File: src/rtl/seg7_scan_ctrl.sv
// seg7_scan_ctrl: 4-digit multiplexed 7-segment scan controller.
// Each digit owns one slot of BLANK_TICKS+16 ticks, where one tick is TICK_DIV
// clocks. A slot is a blanking phase followed by an ON phase whose length
// (0..15 ticks) comes from BRIGHT, sampled at the start of the slot.
// Writes go to shadow registers. COMMIT copies shadow to active at the next
// frame boundary, or on the next clock while scanning is disabled.
// Ports:
//   CLK, RST_N            clock, asynchronous active-low reset
//   EN                    scan enable
//   WR_EN/WR_ADDR/WR_DATA shadow register write port (active-low segment data)
//   COMMIT                request a shadow-to-active copy
//   BRIGHT                ON ticks per slot
//   SEG, CS_N             registered segment bus and digit selects (active-low)
//   BUSY                  a commit is pending
//   ACK                   one-cycle pulse when the commit is applied
//   FRAME_START           one-cycle pulse on entry to digit 0, tick 0
module seg7_scan_ctrl #(
    parameter int unsigned TICK_DIV    = 1024,
    parameter int unsigned BLANK_TICKS = 2
) (
    input  logic       CLK,
    input  logic       RST_N,
    input  logic       EN,
    input  logic       WR_EN,
    input  logic [1:0] WR_ADDR,
    input  logic [7:0] WR_DATA,
    input  logic       COMMIT,
    input  logic [3:0] BRIGHT,
    output logic [7:0] SEG,
    output logic [3:0] CS_N,
    output logic       BUSY,
    output logic       ACK,
    output logic       FRAME_START
);

    localparam int unsigned PRE_W      = (TICK_DIV > 1) ? $clog2(TICK_DIV) : 1;
    localparam int unsigned SLOT_TICKS = BLANK_TICKS + 16;
    localparam int unsigned PH_W       = $clog2(SLOT_TICKS);

    localparam logic [PRE_W-1:0] PRE_MAX  = PRE_W'(TICK_DIV - 1);
    localparam logic [PH_W-1:0]  PH_MAX   = PH_W'(SLOT_TICKS - 1);
    localparam logic [PH_W-1:0]  PH_BLANK = PH_W'(BLANK_TICKS);

    typedef enum logic {
        ST_IDLE,
        ST_SCAN
    } state_t;

    state_t           state, state_nxt;
    logic [PRE_W-1:0] pre, pre_nxt;
    logic [PH_W-1:0]  ph, ph_nxt;
    logic [1:0]       dig, dig_nxt;
    logic [3:0]       bright_l, bright_nxt;
    logic             busy_nxt, ack_nxt, fs_nxt;
    logic [7:0]       seg_nxt;
    logic [3:0]       cs_nxt;
    logic             slot_start_c, boundary_c, apply_c;

    logic [7:0] shadow [4];
    logic [7:0] active [4];

    // Next position, commit handling and the registered output image for
    // that position.
    always_comb begin
        state_nxt    = state;
        pre_nxt      = pre;
        ph_nxt       = ph;
        dig_nxt      = dig;
        bright_nxt   = bright_l;
        busy_nxt     = BUSY;
        ack_nxt      = 1'b0;
        fs_nxt       = 1'b0;
        seg_nxt      = 8'hFF;
        cs_nxt       = 4'hF;
        slot_start_c = 1'b0;
        boundary_c   = 1'b0;
        apply_c      = 1'b0;

        case (state)
            ST_IDLE: begin
                pre_nxt = '0;
                ph_nxt  = '0;
                dig_nxt = '0;
                if (EN) begin
                    state_nxt    = ST_SCAN;
                    slot_start_c = 1'b1;
                end
            end
            ST_SCAN: begin
                if (!EN) begin
                    state_nxt = ST_IDLE;
                    pre_nxt   = '0;
                    ph_nxt    = '0;
                    dig_nxt   = '0;
                end else if (pre == PRE_MAX) begin
                    pre_nxt = '0;
                    if (ph == PH_MAX) begin
                        ph_nxt       = '0;
                        dig_nxt      = dig + 2'd1;
                        slot_start_c = 1'b1;
                    end else begin
                        ph_nxt = ph + PH_W'(1);
                    end
                end else begin
                    pre_nxt = pre + PRE_W'(1);
                end
            end
            default: state_nxt = ST_IDLE;
        endcase

        boundary_c = slot_start_c && (dig_nxt == 2'd0);
        if (slot_start_c) begin
            bright_nxt = BRIGHT;
        end
        fs_nxt = boundary_c;

        // A commit raised on the applying edge is absorbed into that apply.
        apply_c = BUSY && (boundary_c || !EN);
        if (apply_c) begin
            busy_nxt = 1'b0;
            ack_nxt  = 1'b1;
        end else if (COMMIT) begin
            busy_nxt = 1'b1;
        end

        if (EN && (ph_nxt >= PH_BLANK) && ((ph_nxt - PH_BLANK) < PH_W'(bright_nxt))) begin
            cs_nxt  = ~(4'b0001 << dig_nxt);
            seg_nxt = active[dig_nxt];
        end
    end

    // State, counters and registered outputs.
    always_ff @(posedge CLK or negedge RST_N) begin
        if (!RST_N) begin
            state       <= ST_IDLE;
            pre         <= '0;
            ph          <= '0;
            dig         <= '0;
            bright_l    <= '0;
            BUSY        <= 1'b0;
            ACK         <= 1'b0;
            FRAME_START <= 1'b0;
            SEG         <= 8'hFF;
            CS_N        <= 4'hF;
        end else begin
            state       <= state_nxt;
            pre         <= pre_nxt;
            ph          <= ph_nxt;
            dig         <= dig_nxt;
            bright_l    <= bright_nxt;
            BUSY        <= busy_nxt;
            ACK         <= ack_nxt;
            FRAME_START <= fs_nxt;
            SEG         <= seg_nxt;
            CS_N        <= cs_nxt;
        end
    end

    // Shadow and active registers; a write coinciding with a copy lands in
    // shadow only, while active takes the pre-write value.
    always_ff @(posedge CLK or negedge RST_N) begin
        if (!RST_N) begin
            for (int i = 0; i < 4; i++) begin
                shadow[i] <= 8'hFF;
                active[i] <= 8'hFF;
            end
        end else begin
            if (WR_EN) begin
                shadow[WR_ADDR] <= WR_DATA;
            end
            if (apply_c) begin
                for (int i = 0; i < 4; i++) begin
                    active[i] <= shadow[i];
                end
            end
        end
    end

endmodule

File: config.mk
export PLATFORM = sky130hd
export DESIGN_NAME = seg7_scan_ctrl
export DESIGN_NICKNAME = d
export VERILOG_FILES = /design/src/rtl/seg7_scan_ctrl.sv
export SDC_FILE = /design/constraint.sdc
export NUM_CORES = 1
export LEC_CHECK = 0
export CAP_MARGIN = 20
export CELL_PAD_IN_SITES_DETAIL_PLACEMENT = 0
export CELL_PAD_IN_SITES_GLOBAL_PLACEMENT = 1
export CORE_AREA = 5 5 111 113
export CTS_CLUSTER_DIAMETER = 40
export CTS_CLUSTER_SIZE = 14
export DETAILED_ROUTE_END_ITERATION = 6
export DIE_AREA = 0 0 116 118
export GPL_ROUTABILITY_DRIVEN = 0
export PLACE_DENSITY = 0.76
export SYNTH_ARGS = -nofsm -noshare
export SYNTH_HDL_FRONTEND = slang
export SYNTH_SLANG_ARGS = --single-unit
File: constraint.sdc
create_clock -name CLK -period 3.1 [get_ports CLK]
set_input_delay 0.93 -clock CLK [delete_from_list [all_inputs] [get_ports CLK]]
set_output_delay 0.93 -clock CLK [all_outputs]
set_load 0.1 [all_outputs]
==> flow_summary.yaml <==
global_route:
  globalRouteOverflowTotal: 0
  grt.total_usage_pct: 16.17
  global_route_track_usage_on_met3_pct: 4.267
  busiest_layer: "met2"
  grt_first_pass_wirelength_um: 17240
  pin_count_of_the_biggest_net_entering_global_routing: 49
  initial_antenna_violation_count: 0
  met2_usage_pct: 26.19
  grt_use_met1_pct: 21.48
  first_global_vias: 3297
yosys:
  synth-main-ff-cell: "sky130_fd_sc_hd__dfstp_2"
  dominant_cells_by_area_after_synthesis: "sky130_fd_sc_hd__dfstp_2, sky130_fd_sc_hd__mux2_2, sky130_fd_sc_hd__dfrtp_1"
  asyncSetResetFlopFracSynth_pct: 100.0
  syn-cell-area_um2: 4717
  post_synth.cell_area_avg_um2: 12.75
  netlist.area_leader.share_pct: 42.33
  post_synthesis_net_count: 396
  number_of_synthesized_flops_with_an_enable_pin: 0
  yosys.cell_types.count: 54
  synth_seq_area_share_pct: 55.60
  synth-seq-cells: 101
  ys_warn_count: 0
  synth_largest_area_cell: "sky130_fd_sc_hd__dfstp_2"
  yosys.cell_count.top_type: "sky130_fd_sc_hd__dfstp_2"
  ys_top_cells_by_count: "sky130_fd_sc_hd__dfstp_2, sky130_fd_sc_hd__mux2_2, sky130_fd_sc_hd__nand3_1"
  number_of_instances_in_the_synthesized_netlist: 370
sta:
  post_route_minimum_period_ns: 3.005
  period_share_pct: 96.93
  finalSetupViolCount: 0
  worst_pin_slew_ns: 0.7472
  skew_ns: 0.007871
  timing.fmax_mhz: 332.8
  timing.final.max_slew_violations: 0
  timing.final.hold_violations: 0
  maxSlewHeadroom_pct: 50.00
  post-route-worst-setup-slack_ns: 0.09515
floorplan:
  io_pins: 34
  die_y_um: 118
  initial_core_util_pct: 42.03
  std_cell_rows: 39
  core_area_um2: 11220
  die_w_um: 116
  fp.dieArea_um2: 13690
worst_setup_path:
  arrival_ns: 3.25
  reg2regPathDepth: 14
  crit_path_end_kind: "flip-flop"
  reg2reg_to: "CS_N[3]"
  crit_path_start_kind: "flip-flop"
  reg2reg_from: "ph[1]"
  critical_path_class: "flip-flop to flip-flop"
  crit_fanout: 6
  required_ns: 3.35
  r2r_slack_ns: 0.1
cts:
  cts.sinks: 101
  cts_htree_levels: 3
  clk-insertion-delay-late_ns: 0.35
  clock-root-buffer: "sky130_fd_sc_hd__clkbuf_16"
  cts_inserted_buffers: 9
  worst_path_clk_slew_ns: 0.07
  clockBufferDepth: 2
  cts_tree: "yes"
finish:
  n_antenna_cell: 0
  final_cell_count_no_fill: 587
  final_layout_size_suffix_gt1_share_pct: 54.28
  flow.area_growth_from_synthesis_pct: 23.74
  final_core_util_pct: 52.01
  layout.nets: 465
route:
  dr_total_vias: 3149
  dr.first_iter.drc_count: 263
  totalWireLength_um: 10630
  wl_per_cell_um: 18.11
  detailedRoute.firstPassIterationCount: 4
  detail-route-antenna-nets: 0
  drt-vias-per-instance: 5.365
  route.detailed.drc: 0
place:
  portBuffers: 33
  place_ws_ns: -0.6171
  post-place-cells: 562
  dp_hpwl_um: 6896
power_and_ir_drop:
  max-vdd-ir-drop_mv: 0.4257
  totalPowerFinal_mw: 3.564
  power-per-cell-area_nw_per_um2: 610.6
  leakage_nw: 2.310
min_path:
  timing.hold.worst.class: "flip-flop to flip-flop"
  worstHoldEndpoint: "bright_l[3]"
  worstHoldStart: "bright_l[3]"
  hold_path_depth: 2
run_status:
  run_status: "completed"
flow_run:
  number_of_max_capacitance_violations_reported: 0
[final cells by class]
cell class / count / area [um2]
Fill cell: 993 / 5386
Sequential cell: 101 / 2624
Multi-Input combinational cell: 235 / 2049
Timing Repair Buffer: 72 / 590.6
Clock buffer: 9 / 225.2
Tap cell: 143 / 178.9
Clock inverter: 7 / 93.84
Inverter: 20 / 75.07
[placed cells by master (no fill, tap or decap), types with 3 or more instances in the layout]
master,count
sky130_fd_sc_hd__ha_4,3
sky130_fd_sc_hd__clkdlybuf4s50_1,16
sky130_fd_sc_hd__dfstp_2,76
sky130_fd_sc_hd__nor2_1,17
sky130_fd_sc_hd__o21a_1,9
sky130_fd_sc_hd__nand2_1,10
sky130_fd_sc_hd__nor3b_1,3
sky130_fd_sc_hd__inv_1,18
sky130_fd_sc_hd__o21ai_0,18
sky130_fd_sc_hd__mux2i_1,12
sky130_fd_sc_hd__nand3_1,34
sky130_fd_sc_hd__mux2_2,57
sky130_fd_sc_hd__xnor2_1,3
sky130_fd_sc_hd__a222oi_1,8
sky130_fd_sc_hd__buf_4,53
sky130_fd_sc_hd__dfrtp_1,24
sky130_fd_sc_hd__clkbuf_16,9
sky130_fd_sc_hd__nand3b_1,4
sky130_fd_sc_hd__xor2_1,7
[through the flow]
step / hold WS (ns) / cell area (um2) / setup TNS (ns)
final: 0.4922 / 5837 / 0
after global routing: 0.5297 / 5837 / -0.07070
after CTS: 0.4935 / 5732 / 0
after detailed placement: 0.4772 / 5339 / -7.003
after global placement: 0.4704 / 5339 / -6.365
after floorplan: 0.4479 / 4726 / 0
[state kept, by name, indices dropped and copies added (netlist names)]
name / flops
FRAME_START: 1
shadow: 32
dig: 2
SEG: 8
pre: 10
ph: 5
state: 1
active: 32
ACK: 1
BUSY: 1
bright_l: 4
CS_N: 4
[how the worst max path moves through the flow]
stage / slack [ns] / startpoint / endpoint / depth (start not counted)
2_1_floorplan: 0.002 / EN / SEG[6] / 13
3_3_place_gp: -0.57 / EN / CS_N[2] / 13
3_5_place_dp: -0.62 / EN / CS_N[3] / 12
4_1_cts: 0.02 / pre[0] / CS_N[3] / 14
5_1_grt: -0.02 / ph[1] / CS_N[3] / 14
6_report: 0.1 / ph[1] / CS_N[3] / 14
[cell families (layout without fill, tap and decap cells)]
kind of cell / after synthesis / after routing / synth area share (%)
AOI/OAI and AO/OA: 49 / 49 / 8.037
xor gates and xnor gates: 10 / 10 / 1.857
adders and majority gates: 7 / 7 / 1.857
buffers and inverters: 34 / 108 / 3.581
DFF: 101 / 101 / 55.60
muxes: 72 / 72 / 17.06
and+or+nand+nor: 97 / 97 / 12.02
[routing by layer]
layer	wire length, um	vias up
li1	-	1473
met5	0	-
met3	447	10
met2	5386	64
met4	143	0
met1	4653	1602
[power breakdown]
group | total, mW | leakage, nW | switching (mW) | internal [mW]
registers | 1.82 | 1.13 | 0.122 | 1.70
logic | 0.564 | 1.03 | 0.251 | 0.312
clock network | 1.18 | 0.152 | 0.534 | 0.647
[repair_timing]
item / CTS / global route
hold buffers: 0 / 0
endpoints found under the setup margin: 12 / 12
pin swaps: 3 / 6
resized for setup: 8 / 20
buffers inserted: 7 / 1
gates cloned: 1 / 0
[worst max-delay path, cell delays in order, from the launching register on]
cell and delay (ns):
sky130_fd_sc_hd__dfrtp_1 0.42, sky130_fd_sc_hd__inv_1 0.07, sky130_fd_sc_hd__ha_2 0.18, sky130_fd_sc_hd__buf_4 0.13, sky130_fd_sc_hd__nand4bb_4 0.14, sky130_fd_sc_hd__o41ai_4 0.29, sky130_fd_sc_hd__buf_4 0.20, sky130_fd_sc_hd__mux2i_4 0.23
sky130_fd_sc_hd__ha_1 0.25, sky130_fd_sc_hd__o21a_1 0.20, sky130_fd_sc_hd__o21ai_2 0.14, sky130_fd_sc_hd__a31oi_2 0.06, sky130_fd_sc_hd__a221oi_2 0.26, sky130_fd_sc_hd__buf_4 0.22, sky130_fd_sc_hd__nand4_1 0.10
Note: power is estimated with default switching activity, not from simulation.
